### src/rtl/tmds_channel_decoder_if.sv
// tmds_channel_decoder_if: raw TMDS symbol in, decoded channel and alignment status out
interface tmds_channel_decoder_if;
   logic [9:0] raw_in;
   logic [7:0] data_out;
   logic [1:0] ctrl_out;
   logic       de_out;
   logic       locked;
   logic [3:0] offset;
   modport master (output raw_in, input data_out, ctrl_out, de_out, locked, offset);
   modport slave (input raw_in, output data_out, ctrl_out, de_out, locked, offset);
endinterface

### src/rtl/tmds_channel_decoder.sv
// tmds_channel_decoder: bit-slip word alignment on repeated control tokens, then TMDS symbol decode
module tmds_channel_decoder #(
   parameter int SLIP_WAIT   = 1023,
   parameter int LOCK_TOKENS = 8,
   parameter int LOSS_WAIT   = 4095
) (
   input logic clk_pixel,
   input logic reset_n,
   tmds_channel_decoder_if.slave bus
);
   typedef enum logic [1:0] {SEARCH, CHECK, LOCKED} state_t;
   state_t      state_q, state_d;
   logic [19:0] hist_q, hist_d;
   logic [3:0]  offset_q, offset_d;
   logic [3:0]  tok_cnt_q, tok_cnt_d;
   logic [11:0] idle_cnt_q, idle_cnt_d;
   logic [7:0]  data_out_q, data_out_d;
   logic [1:0]  ctrl_out_q, ctrl_out_d;
   logic        de_out_q, de_out_d;
   logic        locked_q, locked_d;
   logic [9:0]  win;
   logic [7:0]  d, dec;
   logic [1:0]  tok_val;
   logic [3:0]  slip;
   logic [11:0] idle_inc;
   logic        is_tok;
   always_comb begin
      hist_d   = {bus.raw_in, hist_q[19:10]};
      win      = hist_q[offset_q +: 10];
      is_tok   = win inside {10'b1101010100, 10'b0010101011, 10'b0101010100, 10'b1010101011};
      tok_val  = (win == 10'b0010101011) ? 2'b01 :
                 (win == 10'b0101010100) ? 2'b10 :
                 (win == 10'b1010101011) ? 2'b11 : 2'b00;
      d        = win[9] ? ~win[7:0] : win[7:0];
      dec      = {win[8] ? d[7:1] ^ d[6:0] : ~(d[7:1] ^ d[6:0]), d[0]};
      slip     = (offset_q == 4'd9) ? 4'd0 : offset_q + 4'd1;
      idle_inc = idle_cnt_q + 12'd1;
   end
   always_comb begin
      state_d    = state_q;
      offset_d   = offset_q;
      tok_cnt_d  = tok_cnt_q;
      idle_cnt_d = idle_cnt_q;
      case (state_q)
         SEARCH:
            if (is_tok) begin
               state_d    = CHECK;
               tok_cnt_d  = 4'd1;
               idle_cnt_d = 12'd0;
            end else if (idle_inc == 12'(SLIP_WAIT)) begin
               offset_d   = slip;
               idle_cnt_d = 12'd0;
            end else
               idle_cnt_d = idle_inc;
         CHECK:
            if (is_tok) begin
               tok_cnt_d = tok_cnt_q + 4'd1;
               if (tok_cnt_d == 4'(LOCK_TOKENS)) state_d = LOCKED;
            end else begin
               state_d    = SEARCH;
               offset_d   = slip;
               tok_cnt_d  = 4'd0;
               idle_cnt_d = 12'd0;
            end
         LOCKED:
            if (is_tok)
               idle_cnt_d = 12'd0;
            else if (idle_inc == 12'(LOSS_WAIT)) begin
               state_d    = SEARCH;
               idle_cnt_d = 12'd0;
            end else
               idle_cnt_d = idle_inc;
         default: state_d = SEARCH;
      endcase
      // outputs follow the next state so lock and loss show on the deciding edge
      locked_d   = state_d == LOCKED;
      de_out_d   = locked_d && !is_tok;
      ctrl_out_d = !locked_d ? 2'b00 : is_tok ? tok_val : ctrl_out_q;
      data_out_d = !locked_d ? 8'h00 : is_tok ? data_out_q : dec;
   end
   always_ff @(posedge clk_pixel) begin
      if (!reset_n) begin
         state_q    <= SEARCH;
         hist_q     <= '0;
         offset_q   <= '0;
         tok_cnt_q  <= '0;
         idle_cnt_q <= '0;
         data_out_q <= '0;
         ctrl_out_q <= '0;
         de_out_q   <= 1'b0;
         locked_q   <= 1'b0;
      end else begin
         state_q    <= state_d;
         hist_q     <= hist_d;
         offset_q   <= offset_d;
         tok_cnt_q  <= tok_cnt_d;
         idle_cnt_q <= idle_cnt_d;
         data_out_q <= data_out_d;
         ctrl_out_q <= ctrl_out_d;
         de_out_q   <= de_out_d;
         locked_q   <= locked_d;
      end
   end
   assign bus.data_out = data_out_q;
   assign bus.ctrl_out = ctrl_out_q;
   assign bus.de_out   = de_out_q;
   assign bus.locked   = locked_q;
   assign bus.offset   = offset_q;
endmodule

### src/flat_wrapper.sv
// flat-port wrapper written by rule: the top's interface ports become plain ports
module tmds_channel_decoder_flat 
#(
   parameter int SLIP_WAIT   = 1023,
   parameter int LOCK_TOKENS = 8,
   parameter int LOSS_WAIT   = 4095
)
  (clk_pixel, reset_n, bus_raw_in, bus_data_out, bus_ctrl_out, bus_de_out, bus_locked, bus_offset);
  tmds_channel_decoder_if bus_i ();
  input logic clk_pixel;
  input logic reset_n;
  input wire logic [$bits(bus_i.raw_in)-1:0] bus_raw_in;
  output wire logic [$bits(bus_i.data_out)-1:0] bus_data_out;
  output wire logic [$bits(bus_i.ctrl_out)-1:0] bus_ctrl_out;
  output wire logic [$bits(bus_i.de_out)-1:0] bus_de_out;
  output wire logic [$bits(bus_i.locked)-1:0] bus_locked;
  output wire logic [$bits(bus_i.offset)-1:0] bus_offset;
  assign bus_i.raw_in = bus_raw_in;
  assign bus_data_out = bus_i.data_out;
  assign bus_ctrl_out = bus_i.ctrl_out;
  assign bus_de_out = bus_i.de_out;
  assign bus_locked = bus_i.locked;
  assign bus_offset = bus_i.offset;
  tmds_channel_decoder #(.SLIP_WAIT(SLIP_WAIT), .LOCK_TOKENS(LOCK_TOKENS), .LOSS_WAIT(LOSS_WAIT)) u_core (.clk_pixel(clk_pixel), .reset_n(reset_n), .bus(bus_i));
endmodule
### config.mk
export PLATFORM = sky130hd
export DESIGN_NAME = tmds_channel_decoder_flat
export DESIGN_NICKNAME = d
export VERILOG_FILES = /design/src/rtl/tmds_channel_decoder_if.sv /design/src/rtl/tmds_channel_decoder.sv /design/src/flat_wrapper.sv
export SDC_FILE = /design/constraint.sdc
export NUM_CORES = 1
export LEC_CHECK = 0
export CAP_MARGIN = 15
export CELL_PAD_IN_SITES_DETAIL_PLACEMENT = 1
export CELL_PAD_IN_SITES_GLOBAL_PLACEMENT = 1
export CORE_MARGIN = 1.5
export CORE_UTILIZATION = 45
export CTS_CLUSTER_SIZE = 8
export DETAILED_ROUTE_END_ITERATION = 6
export PLACE_DENSITY_LB_ADDON = 0.15
export SKIP_LAST_GASP = 1
export SLEW_MARGIN = 20
export SYNTH_ARGS = -nofsm -noshare
export SYNTH_HDL_FRONTEND = slang
export SYNTH_SLANG_ARGS = --single-unit
### constraint.sdc
create_clock -name clk_pixel -period 4.4 [get_ports clk_pixel]
set_clock_uncertainty 0.15 [all_clocks]
set_input_delay 0.44 -clock clk_pixel [delete_from_list [all_inputs] [get_ports clk_pixel]]
set_output_delay 0.44 -clock clk_pixel [all_outputs]
set_load 0.1 [all_outputs]
==> summary.txt <==
Cells and area
  – Register area: 0.00108 mm^2
  – Antenna diode count: 0
  – Area Overhead vs Synth: 11.4%
  – Nets: 447
  – Area of the multi-input gates: 0.00240 mm^2
  – Fillers: 919
  – Post-route design area: 0.00411 mm^2
  – Layout cells sized above 1: 15.0%

Pwr
  – Maximum VDD drop: 197 uV
  – P_leak: 0.00153 uW
  – Power per cell area: 228 mW/mm^2

Yosys
  – Dominant cell type by area after synthesis: dfxtp_1
  – Top_reg_cell synth: dfxtp_1
  – Largest family of logic cells by synthesized area: simple AND/OR/NAND/NOR gates
  – Post-synth top area share: 29.3%
  – Average size of a mapped cell: 9.12 um^2
  – Complex-gate fraction of the synthesized area: 15.5%
  – Ranking of synthesized cells by area: dfxtp_1, mux4_2, ha_1
  – Synthesized cell area: 0.00369 mm^2
  – Ys async rst share: 0%
  – Post-synthesis simple-gate area fraction: 22.5%
  – Sequential area share after synthesis: 29.3%
  – Syn Inst Count: 405
  – YS warnings: 0
  – Synth cell count leaders: dfxtp_1, nand2_1, and2_1, inv_1, nor2_1
  – Multiplexer share of the synthesized area: 18.3%
  – Post-synth EDFFs: 0
  – Post-synthesis xor/xnor area fraction: 3.56%
  – Netlist cell types: 63
  – Post-Synth Adder-Cell Area: 5.08%
  – Flops & latches, synth: 54
  – Most frequent cell after synthesis: dfxtp_1
  – Mapped Nets: 432

Floorplanning
  – Die span in y: 93.6 um
  – Die width: 93.6 um
  – Io pins: 28
  – Core Area: 0.00785 mm^2
  – Row count: 32
  – Die Area: 0.00876 mm^2
  – Initial Util: 47.1%

GRT
  – GR Layer Usage met2: 38.0%
  – Met3 usage in global routing: 3.41%
  – Vias in the first global route: 3094
  – Grt ovf: 0
  – Initial antenna violation count: 0
  – Total GRT Usage: 22.5%
  – Global route hottest layer: met2
  – Met1 Resource Use GR: 29.8%
  – Global-route wire length before repair: 15400 um
  – Pin count of the biggest net entering global routing: 37

STA
  – Hold Violations, Final: 0
  – Max-slew headroom: 35.0%
  – Max frequency: 0.245 GHz
  – Setup slack after layout: 0.322 ns
  – Post-route setup TNS: 0 ns
  – Max Slew Vio Count: 0
  – Final setup fails: 0
  – Period utilization: 92.7%
  – Final min period: 4.08 ns
  – RSZ-0062 raised after global routing: false
  – Tightest Pin Transition: 0.972 ns

Critical path
  – WP data required: 4.44 ns
  – Startpoint Class: flip-flop
  – Worst setup EP type: flip-flop
  – Crit-path max FO: 21
  – Setup CP Type: reg2reg
  – Worst path arrival time: 4.12 ns

Run status
  – Status: finished, final reports clean

Routing
  – DR pass1 iterations: 4
  – Via count of the routed design: 3028
  – ANT nets after route: 0
  – First-iteration detailed-routing DRC count: 110
  – DR WL/cell: 17.4 um
  – Drt drc: 0
  – Drt total wl: 9120 um
  – Via-per-instance ratio: 5.79

Clock network
  – CTS tree: yes
  – CTS root buf: clkbuf_8
  – Worst skew pair latency: 0.31 ns
  – Clock transition at path regs: 0.10 ns
  – Clock Tree Buf Depth: 2
  – Number of buffers created by CTS: 5
  – CTS H-tree lvls: 2
  – Post-CTS Setup Bufs: 0
  – CTS Sinks: 54

Placement
  – Placed Area: 0.00400 mm^2
  – Port bufs: 27
  – RePlAce Congestion: 0.890
  – Post-DP HPWL: 7040 um
  – DP Worst Slack: 0.301 ns

Min path
  – Hold Path Class: reg2reg

Flow run
  – MaxCap Viol Count: 0
repair_timing:
| item | 4_1_cts | 5_1_grt |
|---|---|---|
| hold buffers | 0 | 0 |
| resized for setup | 0 | 1 |
| endpoints found under the setup margin | 0 | 9 |
worst paths after layout:
| kind | startpoint | endpoint | slack [ns] | depth (start not counted) |
|---|---|---|---|---|
| setup / recovery | u_core.bus.offset[0]$_SDFFE_PN0P_ | u_core.bus.data_out[6]$_SDFFE_PN0N_ | 0.32 | 13 |
| hold / removal | u_core.bus.data_out[0]$_SDFFE_PN0N_ | u_core.bus.data_out[0]$_SDFFE_PN0N_ | 0.31 | 2 |
| setup reg to reg | u_core.bus.offset[0]$_SDFFE_PN0P_ | u_core.bus.data_out[6]$_SDFFE_PN0N_ | 0.32 | 13 |
| hold reg to reg | u_core.bus.data_out[0]$_SDFFE_PN0N_ | u_core.bus.data_out[0]$_SDFFE_PN0N_ | 0.31 | 2 |
sequential cells by signal, indices dropped and copies added (netlist names):
name and count:
u_core.bus.locked 1, u_core.idle_cnt_q 12, u_core.bus.ctrl_out 2, u_core.bus.de_out 1, u_core.bus.data_out 8, u_core.tok_cnt_q 4, u_core.hist_q 20, u_core.state_q 2
u_core.bus.offset 4
routing by layer:
metal  wire length (um)  vias up
met5                  0        -
met4                141        0
met3                234       11
met2               4300       59
met1               4440     1479
li1                   -     1479
worst max-delay path, cell delays in order (launching register included):
cell	delay, ns
dfxtp_2	0.70
mux4_2	0.61
mux2_4	0.31
nand2_1	0.07
o21ai_0	0.20
inv_1	0.13
ha_1	0.15
and4_1	0.23
nor2b_1	0.22
a32oi_2	0.10
and2_4	0.22
o221a_4	0.31
o2111ai_4	0.44
nor3_1	0.10
area by class of cell:
class	instances	share of cell area [%]
clock inverter	3	0.973
clock buffer	5	1.67
inverter	22	2.01
tap	102	3.10
timing repair buffer	33	7.66
multi-input combinational	304	58.2
sequential	54	26.3
power breakdown:
part	internal, uW	leakage, uW	total [uW]	switching (uW)
registers	499	0.000441	515	15.5
clock network	168	0.0000579	334	166
logic	47.8	0.00103	88.8	40.9
total	715	0.00153	938	223
logic make-up after synthesis:
kind of cell | Yosys count
AND/OR/NAND/NOR | 156
AO/OA/AOI/OAI | 75
adder cells (fa/ha/maj) | 15
multiplexers | 43
XOR/XNOR | 15
buffers and inverters | 47
flip-flops | 54
cell usage in the layout, fill, tap and decap left out, types with 10 or more instances in the layout:
cell type        count
a21oi_1             11
and2_1              24
clkdlybuf4s50_1     27
dfxtp_1             52
ha_1                15
inv_1               21
mux2_2              12
mux2i_1             12
mux4_2              18
nand2_1             38
nand3_1             19
nor2_1              20
nor2b_1             12
o21ai_0             10
xnor2_1             13
per-stage QoR:
stage          util, %  hold WS (ns)  power [uW]  instances
6_report          52.4         0.314         938        523
5_1_grt           52.4         0.331         982        523
4_1_cts           52.4         0.319         949        523
3_5_place_dp      51.0         0.305         616        515
3_3_place_gp      51.0         0.299         610        515
2_1_floorplan        -         0.309         582        405
(Power assumes the default switching activity.)
